`src/rtl/exu_gpr_mp.sv`:
```
// rtl/exu_gpr_mp.sv - multi-ported general-purpose register file with scoreboard busy bits
// Combinational reads with optional same-cycle write forwarding; entry 0 is hardwired zero.
module exu_gpr_mp #(
  parameter int XLEN   = 32,
  parameter int AW     = 5,
  parameter int NRD    = 2,
  parameter int NWR    = 1,
  parameter int BYPASS = 1
) (
  input  logic                clk,
  input  logic                rst,
  input  logic [NRD-1:0]      rd_vld,
  input  logic [NRD*AW-1:0]   rd_addr,
  output logic [NRD*XLEN-1:0] rd_data,
  output logic [NRD-1:0]      rd_busy,
  input  logic [NWR-1:0]      wr_wen,
  input  logic [NWR*AW-1:0]   wr_addr,
  input  logic [NWR*XLEN-1:0] wr_data,
  input  logic                sb_set,
  input  logic [AW-1:0]       sb_addr
);

  localparam int DEPTH = 1 << AW;

  logic [XLEN-1:0]  mem [DEPTH];
  logic [DEPTH-1:0] busy;

  // Per-port effective write strobes: address zero never commits.
  logic [NWR-1:0] wr_hit;

  always_comb begin
    wr_hit = '0;
    for (int w = 0; w < NWR; w++) begin
      wr_hit[w] = wr_wen[w] && (wr_addr[w*AW +: AW] != '0);
    end
  end

  logic sb_hit;
  assign sb_hit = sb_set && (sb_addr != '0);

  // Later write ports are assigned last so the highest-numbered port wins a conflict,
  // and the scoreboard set follows the clears so set beats clear on the same entry.
  always_ff @(posedge clk) begin
    if (rst) begin
      for (int i = 0; i < DEPTH; i++) begin
        mem[i] <= '0;
      end
      busy <= '0;
    end else begin
      for (int w = 0; w < NWR; w++) begin
        if (wr_hit[w]) begin
          mem[wr_addr[w*AW +: AW]]  <= wr_data[w*XLEN +: XLEN];
          busy[wr_addr[w*AW +: AW]] <= 1'b0;
        end
      end
      if (sb_hit) begin
        busy[sb_addr] <= 1'b1;
      end
    end
  end

  genvar p;
  generate
    for (p = 0; p < NRD; p++) begin : g_rd
      logic [AW-1:0]   ra;
      logic [XLEN-1:0] rdat;
      logic            rbsy;

      assign ra = rd_addr[p*AW +: AW];

      always_comb begin
        rdat = '0;
        rbsy = 1'b0;
        if (rd_vld[p] && (ra != '0)) begin
          rdat = mem[ra];
          rbsy = busy[ra];
          if (BYPASS != 0) begin
            for (int w = 0; w < NWR; w++) begin
              if (wr_hit[w] && (wr_addr[w*AW +: AW] == ra)) begin
                rdat = wr_data[w*XLEN +: XLEN];
                rbsy = sb_hit && (sb_addr == ra);
              end
            end
          end
        end
      end

      assign rd_data[p*XLEN +: XLEN] = rdat;
      assign rd_busy[p]              = rbsy;
    end
  endgenerate

endmodule

```
`config.mk`:
```
export PLATFORM = sky130hd
export DESIGN_NAME = exu_gpr_mp
export DESIGN_NICKNAME = d
export VERILOG_FILES = /design/src/rtl/exu_gpr_mp.sv
export SDC_FILE = /design/constraint.sdc
export NUM_CORES = 2
export LEC_CHECK = 0
export CAP_MARGIN = 25
export CORE_MARGIN = 1.5
export CORE_UTILIZATION = 60
export DETAILED_ROUTE_END_ITERATION = 12
export PLACE_DENSITY = 0.83
export SLEW_MARGIN = 20
export SYNTH_ARGS = -nofsm -noshare
export SYNTH_HDL_FRONTEND = slang
export SYNTH_SLANG_ARGS = --single-unit
```
`constraint.sdc`:
```
create_clock -name clk -period 7.8 [get_ports clk]
set_clock_uncertainty 0.1 [all_clocks]
set_input_delay 0.78 -clock clk [delete_from_list [all_inputs] [get_ports clk]]
set_output_delay 0.78 -clock clk [all_outputs]
set_load 0.01 [all_outputs]
```
==> results.txt <==
cell area after synthesis: 0.05697 mm²
commonest non-fill, non-tap cells in the layout: edfxtp_1, and2_1, mux4_2
Chip Height: 311.1 µm
All-Layer GR Usage: 0.4025
DRC viols: 0
largest net degree at the start of global routing: 89
CTS Buf Count: 107
Port Buffer Count: 123
die area: 0.09680 mm²
EDFF count, synth: 1,024
Post-DRT Antenna Nets: 0
Leak Pwr: 21.94 nW
CP Launch Type: input pin
CP endpoint kind: primary output
Final Hold Fails: 0
Final GP Congestion: 0.9569
Power Density: 215.5 mW/mm²
Synth Area per Inst: 14.06 µm²
worst endpoint required time: 6920 ps
setup tns final: 0 ps
filler cell count: 6,269
final net count: 4,091
fin crit share: 0.7550
P&R area growth vs syn: 10.89%
CP arrival: 5010 ps
TritonCTS clock tree: done
CTS root buffer: clkbuf_16
clk sink count: 1,056
DR pass1 iterations: 8
vias: 39,932
setup violators final: 0
worst-path maximum fanout: 59
total overflow reported by the global router: 0
Sequential Area: 0.03139 mm²
core area: 0.09375 mm²
relative slew slack: 0.2114
final slew viol count: 0
initial antenna violation count: 11
Iter 0 DRT Violations: 7,324
count of different cell masters after synthesis: 54
setup bufs post-CTS: 0
Tmin final: 5889 ps
YS warnings: 0
Starting Density: 0.6077
final WL: 195,500 µm
post-synthesis sequential area ratio: 0.5510
Synth async-reset ratio: 0
fraction of layout cells with a size suffix above 1: 0.2089
# Max-Cap Violations: 0
WS Path Type: in2out
DPL Wire Length: 111,900 µm
worst hold path type: reg2reg
worst-margin pin slew: 1171 ps
area occupied by multi-input gates: 0.02408 mm²
hold buffers post-CTS: 0
status: completed
clk buf depth: 3
Row Count: 112
Post-synth top flop: edfxtp_1
maximum VDD drop: 0.2204 mV
commonest non-fill, non-tap cell in the layout: edfxtp_1
Avg WL per Cell: 36.36 µm
vias per inst: 7.426
Clk pin slew, worst setup/hold paths: 60 ps
CTS H-Tree Depth: 3
#FFs+latches synth: 1,056
vias in the first global route: 39,878
Chip Width: 311.1 µm
post-cts gate resize count: 0
Max Clock Freq: 169.8 MHz
Pwr Total: 13.61 mW
cells after synthesis: 4,053
first-pass GRT wire length: 277,900 µm
Worst-Skew Late Latency: 690 ps
Top Ports: 124
RSZ-0062 raised after global routing: no
-- logic make-up (layout without fill, tap and decap cells) --
kind of cell              after synthesis  count (layout)  share of synthesized area
buffers and inverters                 467             505                    0.03505
muxes                                 730             730                     0.2146
and+or+nand+nor                      1314            1314                     0.1352
DFF                                  1056            1056                     0.5510
xor gates and xnor gates               20              20                   0.003075
other                                   1              33                 0.00006583
AOI/OAI and AO/OA                     465             465                    0.06104
-- synthesized netlist by cell type, types with 4 or more instances --
| library cell | count | share of area |
|---|---|---|
| buf_1 | 21 | 0.0014 |
| a221oi_1 | 19 | 0.0029 |
| buf_4 | 29 | 0.0038 |
| buf_2 | 84 | 0.0074 |
| xnor2_1 | 14 | 0.0022 |
| or3b_2 | 4 | 0.00061 |
| nand3b_1 | 7 | 0.00092 |
| buf_6 | 4 | 0.00079 |
| nor2_1 | 45 | 0.0030 |
| nand2b_1 | 10 | 0.0011 |
| nand4_1 | 7 | 0.00077 |
| mux4_2 | 386 | 0.15 |
| xor2_1 | 6 | 0.00092 |
| a21oi_1 | 48 | 0.0042 |
| a22oi_1 | 43 | 0.0057 |
| inv_1 | 30 | 0.0020 |
| nand2_1 | 162 | 0.011 |
| a211oi_1 | 23 | 0.0030 |
| a2111oi_0 | 11 | 0.0017 |
| o22ai_1 | 64 | 0.0070 |
| mux2i_1 | 275 | 0.048 |
| mux2_2 | 69 | 0.014 |
| a221o_1 | 24 | 0.0042 |
| o221ai_1 | 71 | 0.011 |
| clkbuf_1 | 298 | 0.020 |
| edfxtp_1 | 1024 | 0.54 |
| nor2b_1 | 21 | 0.0023 |
| a32o_1 | 60 | 0.011 |
| a22o_1 | 11 | 0.0017 |
| dfxtp_1 | 32 | 0.011 |
| and2_1 | 997 | 0.11 |
| nand3_1 | 27 | 0.0024 |
| o21ai_0 | 72 | 0.0063 |
| o31ai_1 | 13 | 0.0017 |
| nor3_1 | 13 | 0.0011 |
-- final cells by class --
class | instances | share of cell area
multi-input cells | 2561 | 0.3812
clock buffers | 134 | 0.04516
well taps | 1254 | 0.02484
clock inverters | 64 | 0.008953
repair buffers | 276 | 0.04102
inverters | 31 | 0.001842
flip-flops and latches | 1056 | 0.4969
diodes | 1 | 0.00003961
-- metrics by stage --
step                      setup WS [ps]  utilization  cell area, µm²  instances  hold slack, ps
final                              1911       0.6738           63170       5377           385.2
after global routing               1935       0.6738           63170       5376           418.4
after CTS                          1989       0.6738           63170       5374           385.0
after detailed placement           2002       0.6373           59750       5176           372.8
after global placement             2048       0.6349           59520       5164           367.9
after floorplan                    3375            -           57080       4084           351.8
-- layer usage --
metal  track usage  part of all wire
met5             0           0.00033
met1        0.5047              0.32
met2        0.5770              0.42
met4        0.2571             0.079
met3        0.1700              0.18
-- worst max-delay path: stages --
cell             delay, ps
buf_6                  550
buf_4                  630
or3_2                  440
o31ai_1                210
nor4_4                 710
buf_4                  330
buf_4                  370
a32o_1                 210
clkdlybuf4s50_1        570
-- final timing paths --
| kind | from | endpoint | slack (ps) | depth (start not counted) |
|---|---|---|---|---|
| worst max-delay path | rd_addr[2] | rd_data[9] | 1910 | 9 |
| worst min-delay path | busy[0] | busy[0] | 390 | 1 |
| worst max register to register | busy[25] | busy[25] | 7020 | 2 |
| worst min register to register | busy[0] | busy[0] | 390 | 1 |
-- flip-flops by register name, indices dropped and copies added (netlist names) --
register / flops
busy: 32
mem: 1024
-- report_power, final --
part | switching (mW) | internal (mW)
clock network | 2.24 | 2.88
registers | 0.165 | 6.54
logic | 1.08 | 0.702
total | 3.49 | 10.1
Power figures use the tool's default switching activity.
